## src/rtl/prog_loader.sv

```systemverilog
// prog_loader: framed byte-stream loader writing big-endian words to memory; optional trailing XOR checksum under PROG_LOADER_CHECKSUM_EN
module prog_loader #(
  parameter int ADDR_W = 10,
  parameter int DATA_W = 16,
  parameter logic [7:0] SYNC_BYTE = 8'hA5
) (
  input  logic              clk,
  input  logic              reset,
  input  logic [7:0]        rx_data,
  input  logic              rx_valid,
  output logic              rx_ready,
  input  logic              load_req,
  output logic [ADDR_W-1:0] mem_addr,
  output logic [DATA_W-1:0] mem_wdata,
  output logic              mem_we,
  output logic              cpu_reset,
  output logic              load_done,
  output logic              load_err,
  output logic [ADDR_W:0]   words_written
);
  localparam int CNT_W = 11;
  localparam logic [ADDR_W+1:0] DEPTH = (ADDR_W+2)'(1) << ADDR_W;
  typedef enum logic [3:0] {IDLE, CNT_H, CNT_L, ADR_H, ADR_L, D_H, D_L,
`ifdef PROG_LOADER_CHECKSUM_EN
    CHK,
`endif
    DONE, ERR} state_t;
`ifdef PROG_LOADER_CHECKSUM_EN
  localparam state_t LAST = CHK;
`else
  localparam state_t LAST = DONE;
`endif
  state_t state_q, state_d;
  logic [CNT_W-1:0] cnt_q, cnt_d, idx_q, idx_d;
  logic [ADDR_W-1:0] base_q, base_d, addr_q, addr_d;
  logic [7:0] hi_q, hi_d;
  logic [DATA_W-1:0] wdata_q, wdata_d;
  logic we_q, we_d, cpu_q, cpu_d;
  logic [ADDR_W:0] words_q, words_d;
  logic acc;
  logic [15:0] adr_full;
  logic [ADDR_W+1:0] n_w, end_sum;
`ifdef PROG_LOADER_CHECKSUM_EN
  logic [7:0] csum_q, csum_d;
`endif
  assign rx_ready = !(state_q inside {DONE, ERR});
  assign acc = rx_valid && rx_ready;
  assign adr_full = {hi_q, rx_data};
  assign n_w = (ADDR_W+2)'(cnt_q);
  assign end_sum = (ADDR_W+2)'(adr_full[ADDR_W-1:0]) + n_w;
  assign mem_addr = addr_q;
  assign mem_wdata = wdata_q;
  assign mem_we = we_q;
  assign cpu_reset = cpu_q;
  assign load_done = state_q == DONE;
  assign load_err = state_q == ERR;
  assign words_written = words_q;
  // frame parser: header capture and check, word assembly and write issue, re-arm
  always_comb begin
    state_d = state_q;
    cnt_d = cnt_q;
    base_d = base_q;
    idx_d = idx_q;
    hi_d = hi_q;
    we_d = 1'b0;
    addr_d = addr_q;
    wdata_d = wdata_q;
    words_d = words_q;
    cpu_d = state_q == DONE && !load_req;
`ifdef PROG_LOADER_CHECKSUM_EN
    csum_d = csum_q;
    if (acc) csum_d = state_q == IDLE ? 8'h00 : csum_q ^ rx_data;
`endif
    if (acc) begin
      case (state_q)
        IDLE: state_d = rx_data == SYNC_BYTE ? CNT_H : IDLE;
        CNT_H: begin
          hi_d = rx_data;
          state_d = CNT_L;
        end
        CNT_L: begin
          cnt_d = {hi_q[2:0], rx_data};
          state_d = ADR_H;
        end
        ADR_H: begin
          hi_d = rx_data;
          state_d = ADR_L;
        end
        ADR_L: begin
          base_d = adr_full[ADDR_W-1:0];
          idx_d = '0;
          state_d = (cnt_q == '0 || n_w > DEPTH || end_sum > DEPTH) ? ERR : D_H;
        end
        D_H: begin
          hi_d = rx_data;
          state_d = D_L;
        end
        D_L: begin
          we_d = 1'b1;
          addr_d = base_q + idx_q[ADDR_W-1:0];
          wdata_d = {hi_q, rx_data};
          words_d = words_q + 1'b1;
          idx_d = idx_q + 1'b1;
          state_d = idx_q + 1'b1 == cnt_q ? LAST : D_H;
        end
`ifdef PROG_LOADER_CHECKSUM_EN
        CHK: state_d = rx_data == csum_q ? DONE : ERR;
`endif
        default: ;
      endcase
    end
    if (state_q inside {DONE, ERR} && load_req) begin
      state_d = IDLE;
      words_d = '0;
    end
  end
  // state and datapath registers with synchronous reset
  always_ff @(posedge clk) begin
    if (reset) begin
      state_q <= IDLE;
      cnt_q <= '0;
      base_q <= '0;
      idx_q <= '0;
      hi_q <= '0;
      we_q <= 1'b0;
      addr_q <= '0;
      wdata_q <= '0;
      words_q <= '0;
      cpu_q <= 1'b0;
`ifdef PROG_LOADER_CHECKSUM_EN
      csum_q <= '0;
`endif
    end else begin
      state_q <= state_d;
      cnt_q <= cnt_d;
      base_q <= base_d;
      idx_q <= idx_d;
      hi_q <= hi_d;
      we_q <= we_d;
      addr_q <= addr_d;
      wdata_q <= wdata_d;
      words_q <= words_d;
      cpu_q <= cpu_d;
`ifdef PROG_LOADER_CHECKSUM_EN
      csum_q <= csum_d;
`endif
    end
  end
endmodule

```

## config.mk

```make
export PLATFORM = sky130hd
export DESIGN_NAME = prog_loader
export DESIGN_NICKNAME = d
export VERILOG_FILES = /design/src/rtl/prog_loader.sv
export SDC_FILE = /design/constraint.sdc
export NUM_CORES = 1
export LEC_CHECK = 0
export BUFFER_PORTS_ARGS = -buffer_cell sky130_fd_sc_hd__buf_2
export CORE_MARGIN = 2
export CORE_UTILIZATION = 40
export DETAILED_ROUTE_END_ITERATION = 10
export GPL_ROUTABILITY_DRIVEN = 0
export PLACE_DENSITY = 0.58
export SLEW_MARGIN = 20
export SYNTH_ARGS = -nofsm -noshare
export SYNTH_HDL_FRONTEND = slang
export SYNTH_SLANG_ARGS = --single-unit
```

## constraint.sdc

```tcl
create_clock -name clk -period 2.3 [get_ports clk]
set_input_delay 0.46 -clock clk [delete_from_list [all_inputs] [get_ports clk]]
set_output_delay 0.46 -clock clk [all_outputs]
set_load 0.03 [all_outputs]
```

Word-level counts from Yosys, hierarchy flattened

Cells that the tools add are included.

Bits in registers: 83
Output and inout port bits: 42

Add/sub/neg operators: 4
$lt $le $gt $ge: 2
Eq/ne operators: 10
Muxes and demuxes: 6
Bitwise operators: 1
Reduce and logical (&&, ||, !) cells: 21

Operators by type and width:

| operator                                             | count |
|---|---|
| one-hot mux 4 bit (7 select lines)                   | 1 |
| adder 11 x 1 -> 11 bit, second input constant        | 2 |
| one-hot mux 11 bit (2 select lines)                  | 1 |
| == test 4 x 3 -> 1 bit, second input constant        | 4 |
| adder 10 x 11 -> 12 bit                              | 1 |
| > comparator 12 x 11 -> 1 bit, second input constant | 1 |
| AND reduction 2 bit                                  | 6 |
| == test 11 bit                                       | 1 |
| > comparator 11 bit, second input constant           | 1 |
| zero test 11 bit                                     | 1 |
| adder 10 bit                                         | 1 |
| == test 4 x 2 -> 1 bit, second input constant        | 2 |
| == test 8 bit, second input constant                 | 1 |
| nonzero test 7 bit                                   | 1 |
| == test 4 x 1 -> 1 bit, second input constant        | 1 |
| == test 4 bit, second input constant                 | 1 |
| zero test 4 bit                                      | 1 |
| 2-to-1 mux 4 bit                                     | 1 |
| nonzero test 2 bit                                   | 2 |
| OR reduction 2 bit                                   | 2 |
| logical AND 1 bit                                    | 3 |
| OR reduction 3 bit                                   | 1 |
| zero test 1 bit                                      | 2 |
| logical OR 1 bit                                     | 2 |
| other kinds (3)                                      | 4 |

Logic depth before layout (Yosys ltp)

Depth in word-level cells: 6
Mapped depth: 11

Worst setup path after synthesis

OpenSTA, ideal clock, no wires.

Path type: register -> register
Start point: reg state_q[1]
End point: reg state_q[0]
Setup time: 0.136 ns
Arrival time: 2.425 ns
Data required time: 2.164 ns
Path slack: -0.260 ns
Stages on the path, launching flop included: 10
Path buffers: 1
Path through: dfxtp_1 > clkbuf_2 > nor4b_1 > a31o_2 > a21oi_1 > nand3_1 > nor2_1 > a31oi_1 > o21a_1 > a31oi_1

Longest elaborated chain between the ends: 5
Elaborated cells on any way between the ends: 17
Those cells by class: 8 x eq/ne; 1 x mux; 8 x reduce/logical

Ends and longest elaborated chain:

| element                       | RTL line | source |
|---|---|---|
| start, declared               | 33       | `state_t state_q, state_d;` |
| start signal, assigned        | 134      | `state_q <= state_d;` |
| == test 4 bit (*)             | --       |  |
| via load_err                  | 18       | `output logic load_err,` |
| nonzero test 2 bit (*)        | 46, 112  |  |
| zero test 1 bit               | 46       | `assign rx_ready = !(state_q inside {DONE, ERR});` |
| logical AND 1 bit             | 47       | `assign acc = rx_valid && rx_ready;` |
| AND reduction 2 bit (no line) | --       |  |

The timed path passes the listed nets; every way through them passes the cells marked *.
A chain may end at the register's enable or synchronous reset.

Worst setup path in the final report

Start point: reg cnt_q[2]
End point: reg state_q[3]

Longest elaborated chain between the ends: 5
Elaborated cells on any way between the ends: 8
Those cells by class: 1 x add/sub; 2 x order compare; 2 x mux; 3 x reduce/logical

Ends and longest elaborated chain:

| element                                                                  | RTL line | source |
|---|---|---|
| start, declared                                                          | 34       | `logic [CNT_W-1:0] cnt_q, cnt_d, idx_q, idx_d;` |
| start signal, assigned                                                   | 135      | `cnt_q <= cnt_d;` |
| adder 10 x 11 -> 12 bit (tied with other cells)                          | 50       | `assign end_sum = (ADDR_W+2)'(adr_full[ADDR_W-1:0]) + n_w;` |
| > comparator 12 x 11 -> 1 bit / logical OR 1 bit (equally long branches) | 92       | `state_d = (cnt_q == '0 \|\| n_w > DEPTH \|\| end_sum > DEPTH) ? ERR : D_H;` |
| logical OR 1 bit (*)                                                     | 92       |  |
| 2-to-1 mux 4 bit (*)                                                     | 92       |  |
| one-hot mux 4 bit (7 select lines) (*)                                   | 75       | `case (state_q)` |

Mark *: on every way between the ends. The rest lies on a longest branch, timed or not.

==> reports/summary.txt <==
Boundary pin count = 54
Top_reg_cell synth = sky130_fd_sc_hd__dfxtp_1
Crit end category = flip-flop
Die W = 107.6 um
Post-Synth Adder-Cell Area = 7.060%
Crit Path Class = flip-flop to flip-flop
Final net count = 641
Antenna violation net count after detailed routing = 0
Final instance area = 5211 um2
Simple-gate share of the synthesized area = 22.23%
Count of flip-flops with a built-in enable after synthesis = 0
Clock buffer depth = 2
Number of sinks driven by the clock tree = 83
Post-synth ARST share = 0%
Post-detailed-route via-to-cell ratio = 5.341
Number of hold-slack violations in the final timing report = 0
Relative area change from synthesis to final layout = 21.50%
TritonCTS clock tree = done
Crit start category = flip-flop
Fin worst setup slack = 46.63 ps
Post-route insts no fill = 747
Number of antenna diodes = 0
HPWL after detailed placement = 8048 um
Leading post-synthesis cells by cell area = sky130_fd_sc_hd__dfxtp_1 (39%), sky130_fd_sc_hd__nand2_1 (7.2%), sky130_fd_sc_hd__a21oi_1 (6.5%)
Share of the synthesized area in the top cell type = 38.74%
Pre-CTS WS = -216.8 ps
Net Count, Synth = 557
Portion of the post-synthesis area used by sequential elements = 38.74%
Post-Synthesis Cell Area = 4289 um2
Max_cap viols = 0
CP required = 2540 ps
Router iterations before antenna repair = 4
Cell variety after synth = 50
XOR/XNOR share of the synthesized area = 7.351%
Critical path fanouts, max = 3
Placed Area = 4943 um2
Maximum number of pins on one net before global-route repair = 66
Clock-pin slew on the worst setup and hold paths = 100 ps
Post-Synthesis Mean Instance Area = 8.217 um2
Fraction of final layout cells with drive strength greater than 1 = 22.75%
Vias in the first global route = 3822
Combinational family with the most area after synthesis = simple AND/OR/NAND/NOR gates
Via count = 3990
Max Freq = 443.8 MHz
Cell depth of the worst flop-to-flop path = 10
Number of H-tree levels = 3
Row cnt = 37
Grt ovf = 0
Starting utilization of the core area = 41.36%
Root buffer cell = sky130_fd_sc_hd__clkbuf_8
Leading cell types by count after synthesis = sky130_fd_sc_hd__dfxtp_1 (83), sky130_fd_sc_hd__nand2_1 (82), sky130_fd_sc_hd__nor2_1 (59), sky130_fd_sc_hd__a21oi_1 (56), sky130_fd_sc_hd__ha_1 (21)
Number of synthesized register bits = 83
Global Route Usage Sum = 19.80%
Later-pin clock latency in the skew report = 360 ps
Leakage Power = 2.345 nW
Drt wl/cell = 15.00 um
Chip Height = 107.6 um
Final setup violation count = 0
Total die area = 11570 um2
Worst hold path stage count = 2
Number of warnings printed during yosys synthesis = 0
Layout Utilization = 50.25%
Outcome = finished, final reports clean
Slack of the worst reg-to-reg path = 50 ps
Drt total wl = 11210 um
Number of antenna violations at the first check in global routing = 0
Remaining routing DRC violations = 0
Worst supply voltage drop on vdd = 0.2894 mV
Top cell type by total area after synthesis = sky130_fd_sc_hd__dfxtp_1
Compound-cell area share of the yosys netlist = 16.72%
Signal arrival time at the worst endpoint = 2490 ps
Clock skew = 14.04 ps
Mux cell area share after synthesis = 4.201%
Cell count after synthesis = 522
Min Tclk post-route = 2253 ps
Most instantiated library cell after synthesis = sky130_fd_sc_hd__dfxtp_1
RSZ-0062 raised after global routing = true
Area of the core region = 10370 um2
Dpl cells = 730
Transition time at the pin with the least slew margin = 727.9 ps
Buffers on Ports = 53
Wire length of the first global-routing pass = 18240 um
Inserted Clock Buffers = 9
Final slew viol count = 0
Classification of the worst-slack hold path = primary input to flip-flop
Total power density per cell area = 502.6 nW/um2
Tcrit/Tclk final = 97.97%
Count of filler cells inserted in the layout = 1083
Initial DRC Count = 167
Rel. slew slack = 51.29%
[layout make-up]
cell class	count	area, um2	area share (%)
Clock buffer	9	123.9	2.377
Clock inverter	7	76.32	1.465
Inverter	11	41.29	0.7923
Multi-Input combinational cell	403	2530	48.55
Sequential cell	83	1667	31.98
Tap cell	136	170.2	3.265
Timing Repair Buffer	98	603.1	11.57
[layer usage]
layer | wire length [um] | global-route usage (%) | share of wire, % | vias to the layer above
met5 | 0 | 0 | 0 | -
met4 | 193 | 6.319 | 1.7 | 0
met3 | 547 | 3.935 | 4.9 | 18
met2 | 5240 | 32.12 | 47 | 99
met1 | 5223 | 26.44 | 47 | 1895
li1 | - | - | - | 1978
[cell usage in the layout (no fill, tap or decap), types with 3 or more instances in the layout]
cell type / instances
sky130_fd_sc_hd__inv_1: 10
sky130_fd_sc_hd__nand3b_1: 4
sky130_fd_sc_hd__buf_2: 53
sky130_fd_sc_hd__nand4_1: 6
sky130_fd_sc_hd__xor2_1: 18
sky130_fd_sc_hd__o21a_1: 5
sky130_fd_sc_hd__clkbuf_8: 9
sky130_fd_sc_hd__inv_8: 3
sky130_fd_sc_hd__o21ai_0: 20
sky130_fd_sc_hd__buf_4: 45
sky130_fd_sc_hd__dfxtp_2: 4
sky130_fd_sc_hd__nor2b_1: 6
sky130_fd_sc_hd__xnor2_1: 18
sky130_fd_sc_hd__dfxtp_1: 79
sky130_fd_sc_hd__nor4_1: 4
sky130_fd_sc_hd__nand3_1: 14
sky130_fd_sc_hd__or3_1: 5
sky130_fd_sc_hd__nand2_1: 82
sky130_fd_sc_hd__nor2_1: 59
sky130_fd_sc_hd__mux2i_1: 18
sky130_fd_sc_hd__and3_1: 7
sky130_fd_sc_hd__a21o_1: 8
sky130_fd_sc_hd__a21oi_1: 55
sky130_fd_sc_hd__ha_1: 20
sky130_fd_sc_hd__a22oi_1: 3
sky130_fd_sc_hd__a31oi_1: 7
sky130_fd_sc_hd__nor3_1: 4
[registers in the layout (all words and copies together), names as in the netlist]
name	cells
mem_wdata	16
cnt_q	11
idx_q	11
words_written	11
base_q	10
mem_addr	10
hi_q	8
state_q	4
cpu_reset	1
mem_we	1
[cells by family (layout without fill, tap and decap cells)]
logic type / count (synthesis) / after routing
compound gates: 119 / 119
xor+xnor: 36 / 36
fa+ha+maj: 23 / 23
buf+inv: 36 / 125
flops: 83 / 83
mux: 18 / 18
simple gates: 207 / 207
[report_power, final]
| group | switching (mW) | internal (mW) |
|---|---|---|
| Sequential | 0.000545 | 1.44 |
| Clock | 0.638 | 0.434 |
| Combinational | 0.0700 | 0.0407 |
[final timing paths]
kind | start | endpoint
worst min register to register | mem_addr[4]$_SDFFE_PP0P_ | mem_addr[4]$_SDFFE_PP0P_
worst max-delay path | cnt_q[2]$_SDFFE_PP0P_ | state_q[3]$_SDFFE_PP0P_
worst min-delay path | load_req | cpu_reset$_SDFF_PP0_
worst max register to register | cnt_q[2]$_SDFFE_PP0P_ | state_q[3]$_SDFFE_PP0P_
[metrics by stage]
stage / setup TNS [ps] / total power [mW] / hold WS [ps]
4_1_cts: 0 / 2.648 / 279.7
3_3_place_gp: -448.8 / 1.576 / 437.7
5_1_grt: -320.9 / 2.723 / 297.0
2_1_floorplan: 0 / 1.521 / 431.6
6_report: 0 / 2.619 / 288.3
3_5_place_dp: -643.8 / 1.578 / 445.3
[repair_timing]
item	in CTS	in global routing
hold buffers	0	0
resized for setup	3	15
pin swaps	1	9
buffers inserted	0	1
endpoints found under the setup margin	4	7
[worst max-delay path, cell delays in order (launching register included)]
cell and delay [ps]:
sky130_fd_sc_hd__dfxtp_1 390, sky130_fd_sc_hd__ha_1 270, sky130_fd_sc_hd__buf_4 150, sky130_fd_sc_hd__o21ai_0 150
sky130_fd_sc_hd__o21ai_1 130, sky130_fd_sc_hd__nand3_1 130, sky130_fd_sc_hd__a21oi_1 70, sky130_fd_sc_hd__nor4b_1 400
sky130_fd_sc_hd__o2111ai_2 160, sky130_fd_sc_hd__a41oi_1 230, sky130_fd_sc_hd__nor2_1 60
Note: power is estimated with default switching activity, not from simulation.
